### config.mk
export PLATFORM = sky130hd
export DESIGN_NAME = output_write_arbiter_flat
export DESIGN_NICKNAME = d
export VERILOG_FILES = /design/src/rtl/output_write_arbiter_if.sv /design/src/rtl/output_write_arbiter.sv /design/src/flat_wrapper.sv
export SDC_FILE = /design/constraint.sdc
export NUM_CORES = 1
export LEC_CHECK = 0
export CORE_MARGIN = 2
export CORE_UTILIZATION = 46
export CTS_BUF_LIST = sky130_fd_sc_hd__clkbuf_4 sky130_fd_sc_hd__clkbuf_8
export DETAILED_ROUTE_END_ITERATION = 16
export GPL_TIMING_DRIVEN = 0
export PLACE_DENSITY = 0.82
export SKIP_LAST_GASP = 1
export SYNTH_ARGS = -nofsm -noshare
export SYNTH_HDL_FRONTEND = slang
export SYNTH_SLANG_ARGS = --single-unit
### constraint.sdc
create_clock -name clk -period 6 [get_ports clk]
set_input_delay 0.9 -clock clk [delete_from_list [all_inputs] [get_ports clk]]
set_output_delay 0.9 -clock clk [all_outputs]
set_load 0.005 [all_outputs]
### src/rtl/output_write_arbiter_if.sv
// Requester/output-register bus of the output write arbiter.
// The arbiter takes the slave modport; the requester side (or a bench) takes master.
interface output_write_arbiter_if #(
  parameter int WORD_W = 16,
  parameter int NREQ   = 3
);
  localparam int GW = (NREQ > 1) ? $clog2(NREQ) : 1;

  logic [NREQ-1:0]        req;
  logic [NREQ*WORD_W-1:0] wdata_in;
  logic [NREQ-1:0]        ack;
  logic                   WE;
  logic [WORD_W-1:0]      Wdata;
  logic                   busy;
  logic [GW-1:0]          last_grant;

  modport master (output req, wdata_in, input ack, WE, Wdata, busy, last_grant);
  modport slave  (input req, wdata_in, output ack, WE, Wdata, busy, last_grant);
endinterface

### src/rtl/output_write_arbiter.sv
// Round-robin arbiter sharing the output register between NREQ requesters,
// with a fixed hold window after every write so each value stays visible.
module output_write_arbiter #(
  parameter int WORD_W      = 16,
  parameter int NREQ        = 3,
  parameter int HOLD_CYCLES = 4
)(
  input logic                    clk,
  input logic                    reset,
  output_write_arbiter_if.slave  bus
);
  localparam int GW = (NREQ > 1) ? $clog2(NREQ) : 1;
  localparam int CW = (HOLD_CYCLES > 0) ? $clog2(HOLD_CYCLES + 1) : 1;
  localparam logic [CW-1:0] HOLD_INIT = (HOLD_CYCLES > 0) ? CW'(HOLD_CYCLES - 1) : '0;
  localparam logic [GW-1:0] LG_RST    = GW'(NREQ - 1);

  typedef enum logic [1:0] {S_IDLE, S_WRITE, S_HOLD} state_t;

  state_t            r_state;
  logic [CW-1:0]     r_cnt;
  logic [NREQ-1:0]   r_ack;
  logic              r_we;
  logic [WORD_W-1:0] r_wdata;
  logic              r_busy;
  logic [GW-1:0]     r_lg;

  logic              w_any;
  logic [GW-1:0]     w_win;
  logic [WORD_W-1:0] w_wdata;
  logic [NREQ-1:0]   w_onehot;
  int                w_best;
  int                w_dist;

  // Winner = set bit with the smallest round-robin distance past last grant;
  // distances stay in 0..NREQ-1, so non-power-of-two NREQ never wraps out of range.
  always_comb begin
    w_any    = 1'b0;
    w_win    = '0;
    w_wdata  = '0;
    w_onehot = '0;
    w_best   = NREQ;
    w_dist   = 0;
    for (int i = 0; i < NREQ; i++) begin
      w_dist = (i > int'(r_lg)) ? (i - int'(r_lg) - 1) : (i + NREQ - int'(r_lg) - 1);
      if (bus.req[i] && (w_dist < w_best)) begin
        w_best      = w_dist;
        w_any       = 1'b1;
        w_win       = GW'(i);
        w_wdata     = bus.wdata_in[i*WORD_W +: WORD_W];
        w_onehot    = '0;
        w_onehot[i] = 1'b1;
      end
    end
  end

  always_ff @(posedge clk) begin
    if (reset) begin
      r_state <= S_IDLE;
      r_cnt   <= '0;
      r_ack   <= '0;
      r_we    <= 1'b0;
      r_wdata <= '0;
      r_busy  <= 1'b0;
      r_lg    <= LG_RST;
    end else begin
      unique case (r_state)
        S_IDLE: begin
          r_we <= 1'b0;
          if (w_any) begin
            r_wdata <= w_wdata;
            r_we    <= 1'b1;
            r_ack   <= w_onehot;
            r_lg    <= w_win;
            r_busy  <= 1'b1;
            r_state <= S_WRITE;
          end
        end
        S_WRITE: begin
          r_we  <= 1'b0;
          r_ack <= '0;
          if (HOLD_CYCLES == 0) begin
            r_busy  <= 1'b0;
            r_state <= S_IDLE;
          end else begin
            r_cnt   <= HOLD_INIT;
            r_state <= S_HOLD;
          end
        end
        S_HOLD: begin
          if (r_cnt == '0) begin
            r_busy  <= 1'b0;
            r_state <= S_IDLE;
          end else begin
            r_cnt <= r_cnt - 1'b1;
          end
        end
        default: begin
          r_we    <= 1'b0;
          r_ack   <= '0;
          r_busy  <= 1'b0;
          r_state <= S_IDLE;
        end
      endcase
    end
  end

  assign bus.ack        = r_ack;
  assign bus.WE         = r_we;
  assign bus.Wdata      = r_wdata;
  assign bus.busy       = r_busy;
  assign bus.last_grant = r_lg;
endmodule

### src/flat_wrapper.sv
// flat-port wrapper written by rule: the top's interface ports become plain ports
module output_write_arbiter_flat 
#(
  parameter int WORD_W      = 16,
  parameter int NREQ        = 3,
  parameter int HOLD_CYCLES = 4
)
  (clk, reset, bus_req, bus_wdata_in, bus_ack, bus_WE, bus_Wdata, bus_busy, bus_last_grant);
  output_write_arbiter_if #(.WORD_W(WORD_W), .NREQ(NREQ)) bus_i ();
  input logic clk;
  input logic reset;
  input wire logic [$bits(bus_i.req)-1:0] bus_req;
  input wire logic [$bits(bus_i.wdata_in)-1:0] bus_wdata_in;
  output wire logic [$bits(bus_i.ack)-1:0] bus_ack;
  output wire logic [$bits(bus_i.WE)-1:0] bus_WE;
  output wire logic [$bits(bus_i.Wdata)-1:0] bus_Wdata;
  output wire logic [$bits(bus_i.busy)-1:0] bus_busy;
  output wire logic [$bits(bus_i.last_grant)-1:0] bus_last_grant;
  assign bus_i.req = bus_req;
  assign bus_i.wdata_in = bus_wdata_in;
  assign bus_ack = bus_i.ack;
  assign bus_WE = bus_i.WE;
  assign bus_Wdata = bus_i.Wdata;
  assign bus_busy = bus_i.busy;
  assign bus_last_grant = bus_i.last_grant;
  output_write_arbiter #(.WORD_W(WORD_W), .NREQ(NREQ), .HOLD_CYCLES(HOLD_CYCLES)) u_core (.clk(clk), .reset(reset), .bus(bus_i));
endmodule
==> results_dict.tcl, run 1 <==
set metrics [dict create \
    status "complete, no violations" \
    p_int_uw 873.2 \
    finalWeightedCongestion 0.8530 \
    tns_ns 0 \
    synth-compound-area-share_pct 30.18 \
    nFillCells 467 \
    fin_crit_sh_pct 97.65 \
    yosys.area.top_type "ha_1" \
    seq_area_frac_synth_pct 20.12 \
    syn_avg_cell_area_sq_um 8.053 \
    ctsHoldBuffers 0 \
    path_common_cell "ha_4" \
    yosysTopAreaCellShare_pct 21.10 \
    switching_power_uw 680.7 \
    clockBufferDepth 2 \
    grt_pass1_wl_mm 13.83 \
    drt.antenna.violating_nets 0 \
    crit_path_end_kind "flip-flop" \
    clk_pin_slew_ns 0.10 \
    setup_violations 0 \
    r2r_slack_ns 0.14 \
    hpwl_mm 6.454 \
    grt_max_degree 17 \
    crit_required_ns 6.17 \
    die_h_microns 81.83 \
    p_leak_nw 1.569 \
    cts_root_buf "clkbuf_8" \
    ys_ff_latch 28 \
    dieWidth_microns 81.83 \
    netlist_area_sq_um 2786 \
    fmax_ghz 0.1707 \
    synth_area_leaders "ha_1 21%, dfxtp_1 20%, a21oi_1 4.7%" \
    powerDensity_nw_per_um2 385.8 \
    synth-edff-count 0 \
    maxSlewHeadroom_pct 31.10 \
    core_sq_um 5886 \
    synth_simple_gate_area_share_pct 22.05 \
    seqPwrFrac_pct 18.8 \
    worst_pin_slew_ns 1.031 \
    drv_slew 0 \
    vias_per_cell 6.099 \
    fin_worst_skew_ns 0.003225 \
    arrival_ns 6.03 \
    path_class "flip-flop to flip-flop" \
    min_period_ns 5.859 \
    hold_start "u_core.bus.ack[1]" \
    synthCells 346 \
    dieArea_sq_um 6696 \
    drt_iter0_drc 189 \
    drc_errors 0 \
    startpoint_type "flip-flop" \
    maxCapViolCount 0 \
    grt_pass1_vias 2957 \
    hold_path_end "u_core.bus.ack[1]" \
    synth_flop_cell "dfxtp_1" \
    port_buffers 74 \
    final_core_util_pct 68.43 \
    drt_wl_total_mm 9.119 \
    synth_cell_type_count 51 \
    synth_warnings 0 \
    drive_above_1_share_pct 14.39 \
    crit_slowest_cell "or4b_1" \
    synth.most_common_cell "ha_1" \
    diodes 0 \
    holdPathStages 2 \
    fin_nets 532 \
    reg2reg_to "u_core.bus.Wdata[11]" \
    syn2layout_area_growth_pct 44.54 \
    synth_common_cells "47 x ha_1, 28 x dfxtp_1, 26 x a21oi_1" \
    r2r_cells 26 \
    first_pass_iters 5 \
    cts_made_buffers 3 \
    worstSkewPairLatency_ns 0.28 \
    cp_max_fo 10 \
    p_comb_share_pct 71.2 \
    ios 76 \
    cts_tree "done" \
    h-tree-depth 1 \
    r2r_start "u_core.bus.last_grant[1]" \
    async_reset_ff_share_pct 0 \
    cts_sinks 28 \
    synth_mux_area_share_pct 0.3592 \
    start_util_pct 47.34 \
    grt_antenna_before_repair 0 \
    final_hold_viol_count 0 \
    synth_top_family_by_area "compound AO/OA/AOI/OAI gates" \
    clkPwrFrac_pct 10.0 \
    num_vias 3086 \
    cp_slowest_stage_delay_ns 0.46 \
    ff_latch_area_sq_um 568.0 \
    row_count 28 \
    synthAdderAreaFrac_pct 21.10 \
    synth-xor-area-share_pct 0 \
    overflow 0 \
    post_drt_wl_per_cell_microns 18.02 \
    multi_input_comb_area_sq_um 2301 \
    swShare_pct 43.81 \
    hold_class "flip-flop to flip-flop" \
    grtUsageTotal_pct 25.96 \
    ir_worst_vdd_v 0.0002695 \
]
cell type report:
| type | instances | share of cell area, % |
|---|---|---|
| buffer | 21 | 3.604 |
| clock buffer | 3 | 1.025 |
| clock inverter | 1 | 0.7456 |
| inverter | 19 | 1.864 |
| multi-input combinational | 281 | 57.13 |
| sequential | 28 | 14.10 |
| tap | 75 | 2.330 |
| timing repair buffer | 78 | 19.20 |
metal layers:
metal / track usage [%] / up-vias / part of all wire (%)
li1: - / 1471 / -
met1: 31.93 / 1455 / 40
met2: 48.46 / 139 / 53
met3: 2.747 / 21 / 6.6
met4: 5.333 / 0 / 1.1
met5: 0 / - / 0
repair_timing:
item | 4_1_cts | 5_1_grt
buffers inserted | 2 | 2
setup endpoints to repair | 24 | 23
endpoints found under the hold margin | 0 | 0
pin swaps | 1 | 1
gates resized for setup | 32 | 31
cloned | 0 | 0
worst max path at each step:
stage               cells after the start  slack, ns                      from                    to
floorplan                              26        0.1  u_core.bus.last_grant[1]  u_core.bus.Wdata[10]
global placement                       23      -1.58                bus_req[0]  u_core.bus.Wdata[14]
detailed placement                     23      -1.78                bus_req[0]  u_core.bus.Wdata[11]
CTS                                    24       0.03                bus_req[0]  u_core.bus.Wdata[15]
global route                           25      -0.07  u_core.bus.last_grant[1]   u_core.bus.Wdata[1]
finish                                 26       0.14  u_core.bus.last_grant[1]  u_core.bus.Wdata[11]
logic make-up after synthesis:
group           Yosys count
simple gates            114
other cells               1
fa+ha+maj                47
buf+inv                  40
flops                    28
mux                       1
compound gates          115
sequential cells by signal, indices dropped and copies added, names as in the netlist:
name	cells
u_core.bus.ack	3
u_core.bus.WE	1
u_core.r_state	2
u_core.bus.Wdata	16
u_core.bus.last_grant	2
u_core.r_cnt	3
u_core.bus.busy	1
stage by stage:
stage | hold WS, ns | power [mW] | instance area [sq um] | setup slack (ns) | cells
global placement | 0.4706 | 1.170 | 3632 | -1.578 | 498
detailed placement | 0.4792 | 1.205 | 3638 | -1.784 | 498
floorplan | 0.4664 | 0.8885 | 2798 | 0.09895 | 349
CTS | 0.4940 | 1.411 | 3837 | 0.03216 | 504
finish | 0.4910 | 1.554 | 4028 | 0.1408 | 506
global route | 0.5214 | 1.666 | 4028 | -0.07024 | 506
critical path: cells and delay by family (launching register included):
family                     cells  cell delay, ns
DFF                            1            0.40
and+or+nand+nor                8            1.73
AOI/OAI and AO/OA              7            1.41
buffers and inverters          6            0.95
adders and majority gates      5            1.24
cells in the final DEF, fill, tap and decap left out, types with 9 or more instances in the layout:
cell type        count
nor2_1              20
o31ai_1             10
nand2b_1            11
inv_1               16
ha_4                10
ha_1                35
nand3_1             16
dfxtp_1             26
nor3_1              11
nand2_1             17
o21bai_1            10
clkdlybuf4s50_1     73
clkbuf_1             9
o21ai_0             14
a21oi_1             21
a21o_1              10
power groups by stage:
| stage | logic, mW | registers [mW] | clock network, mW |
|---|---|---|---|
| finish | 1.11 | 0.292 | 0.155 |
| global route | 1.21 | 0.298 | 0.161 |
| floorplan | 0.597 | 0.291 | 0 |
| global placement | 0.882 | 0.288 | 0 |
| detailed placement | 0.912 | 0.292 | 0 |
| CTS | 0.965 | 0.292 | 0.155 |
Power figures use the tool's default switching activity.
==> run 2, diff against run 1 <==
--- a/config.mk
+++ b/config.mk
@@ -5,12 +5,15 @@
 export SDC_FILE = /design/constraint.sdc
 export NUM_CORES = 1
 export LEC_CHECK = 0
+export CELL_PAD_IN_SITES_DETAIL_PLACEMENT = 1
+export CELL_PAD_IN_SITES_GLOBAL_PLACEMENT = 1
+export CORE_ASPECT_RATIO = 0.9
 export CORE_MARGIN = 2
-export CORE_UTILIZATION = 46
+export CORE_UTILIZATION = 33
 export CTS_BUF_LIST = sky130_fd_sc_hd__clkbuf_4 sky130_fd_sc_hd__clkbuf_8
 export DETAILED_ROUTE_END_ITERATION = 16
 export GPL_TIMING_DRIVEN = 0
-export PLACE_DENSITY = 0.82
+export PLACE_DENSITY = 0.81
 export SKIP_LAST_GASP = 1
 export SYNTH_ARGS = -nofsm -noshare
 export SYNTH_HDL_FRONTEND = slang
==> results_dict.tcl, run 2 (synthesis results as in run 1) <==
set metrics [dict create \
    status "complete, no violations" \
    num_vias 3075 \
    wl_met2_mm 5.570 \
    maxCapViolCount 0 \
    final_core_util_pct 50.39 \
    dieWidth_microns 100.9 \
    maxSlewHeadroom_pct 49.40 \
    min_period_ns 5.918 \
    h-tree-depth 1 \
    layout_common_cells "73 x clkdlybuf4s50_1, 39 x ha_1, 26 x dfxtp_1, 21 x a21oi_1, 20 x nor2_1" \
    cts_root_buf "clkbuf_8" \
    row_count 31 \
    hold_path_end "u_core.bus.WE" \
    fin_nets 539 \
    drc_errors 0 \
    ctsHoldBuffers 0 \
    clk_pin_slew_ns 0.11 \
    cts_made_buffers 3 \
    largest_register_ffs 16 \
    met3_length_microns 389 \
    fin_crit_sh_pct 98.64 \
    cts_sinks 28 \
    arrival_ns 6.10 \
    path_class "flip-flop to flip-flop" \
    top_layer "met4" \
    reg2reg_to "u_core.bus.Wdata[15]" \
    hold_start "u_core.bus.WE" \
    ir_worst_vdd_v 0.0001410 \
    core_sq_um 8107 \
    crit_required_ns 6.18 \
    r2r_cells 27 \
    startpoint_type "flip-flop" \
    port_buffers 74 \
    grt_pass1_vias 3288 \
    drv_slew 0 \
    grt_antenna_before_repair 0 \
    drt_wl_total_mm 10.88 \
    post_drt_wl_per_cell_microns 20.26 \
    grtUsageTotal_pct 21.85 \
    r2r_slack_ns 0.08 \
    drt_iter0_drc 80 \
    syn2layout_area_growth_pct 46.61 \
    p_leak_nw 1.599 \
    wirelength_met1_mm 4.796 \
    powerDensity_nw_per_um2 397.0 \
    hold_ws_ns 0.4912 \
    final_common_cell "clkdlybuf4s50_1" \
    first_pass_iters 4 \
    dieArea_sq_um 9196 \
    crit_path_end_kind "flip-flop" \
    overflow 0 \
    grt_pass1_wl_mm 16.30 \
    grt_max_degree 17 \
    die_h_microns 91.18 \
    worstSkewPairLatency_ns 0.29 \
    hpwl_mm 7.470 \
    drive_above_1_share_pct 14.61 \
    r2r_start "u_core.bus.last_grant[0]" \
    final_hold_viol_count 0 \
    cts_tree "done" \
    hold_class "flip-flop to flip-flop" \
    diodes 0 \
    start_util_pct 34.37 \
    clockBufferDepth 2 \
    ios 76 \
    drt.antenna.violating_nets 0 \
    worst_pin_slew_ns 0.7591 \
    fmax_ghz 0.1690 \
    finalWeightedCongestion 0.7991 \
    setup_violations 0 \
    vias_per_cell 5.726 \
    cp_max_fo 12 \
    holdPathStages 2 \
    fin_worst_skew_ns 0.009539 \
]
==> run 2: cell types whose count changed in the layout (fill, tap and decap cells not counted), sizes merged <==
cell	previous run	this run
buf	10	21
clkbuf	18	14
clkinvlp	1	2
dlygate4sd2	0	1
dlymetal6s2s	1	0
inv	18	17
==> run 2: per-layer routing <==
metal / vias to the layer above / global-route usage (%)
li1: 1486 / -
met1: 1512 / 27.04
met2: 67 / 40.06
met3: 10 / 2.925
met4: 0 / 3.995
met5: - / 0
==> run 2: worst max path at each step <==
stage,to,from,slack [ns]
after floorplan,u_core.bus.Wdata[10],u_core.bus.last_grant[1],0.1
after global placement,u_core.bus.Wdata[13],bus_req[0],-1.84
after detailed placement,u_core.bus.Wdata[11],bus_req[0],-2.08
after CTS,u_core.bus.Wdata[15],u_core.bus.last_grant[0],0.02
after global routing,u_core.bus.Wdata[10],u_core.bus.last_grant[0],-0.10
final,u_core.bus.Wdata[15],u_core.bus.last_grant[0],0.08
==> run 2: per-stage QoR <==
stage               total power [mW]  setup slack [ns]  TNS [ns]  area, sq um  cells
floorplan                     0.8885           0.09895         0         2798    349
global placement               1.194            -1.845    -40.56         3662    522
detailed placement             1.243            -2.080    -45.30         3676    523
CTS                            1.479           0.02485         0         3929    534
global route                   1.731           -0.1045   -0.8905         4085    537
finish                         1.622           0.08176         0         4085    537
==> run 2: area by class of cell <==
type / instances / area (sq um)
fillers: 964 / 4021
multi-input cells: 281 / 2280
well taps: 99 / 123.9
clock buffers: 3 / 41.29
clock inverters: 1 / 30.03
inverters: 19 / 78.83
plain buffers: 20 / 133.9
flip-flops and latches: 28 / 568.0
repair buffers: 86 / 829.5
==> run 2: worst max-delay path: stages (launching register included) <==
cell and delay, ns:
dfxtp_4 0.38, clkinvlp_4 0.11, buf_4 0.12, ha_2 0.27, nand2b_1 0.13, ha_1 0.21
nand2b_1 0.19, ha_4 0.31, ha_4 0.20, a2111oi_4 0.33, or3_4 0.19, nand3b_2 0.13
nand2_4 0.12, and2_4 0.28, buf_8 0.17, a21oi_1 0.09, ha_1 0.31, and4_4 0.24
nand4_1 0.16, nor2_1 0.17, o31ai_1 0.08, or4b_1 0.52, buf_4 0.19, and4_4 0.18
buf_6 0.12, buf_6 0.15, a2111oi_4 0.30, o31ai_1 0.12
==> run 2: report_power, final <==
group / switching [mW] / internal [mW] / leakage (nW) / total [mW]
combinational: 0.623 / 0.548 / 1.33 / 1.17
clock: 0.0704 / 0.0897 / 0.0357 / 0.160
sequential: 0.0399 / 0.251 / 0.232 / 0.291
==> run 2: what timing repair did <==
action / CTS / global route
cloned: 0 / 0
resized for setup: 36 / 26
pin swaps: 3 / 6
setup buffers: 7 / 4
endpoints found under the setup margin: 24 / 23
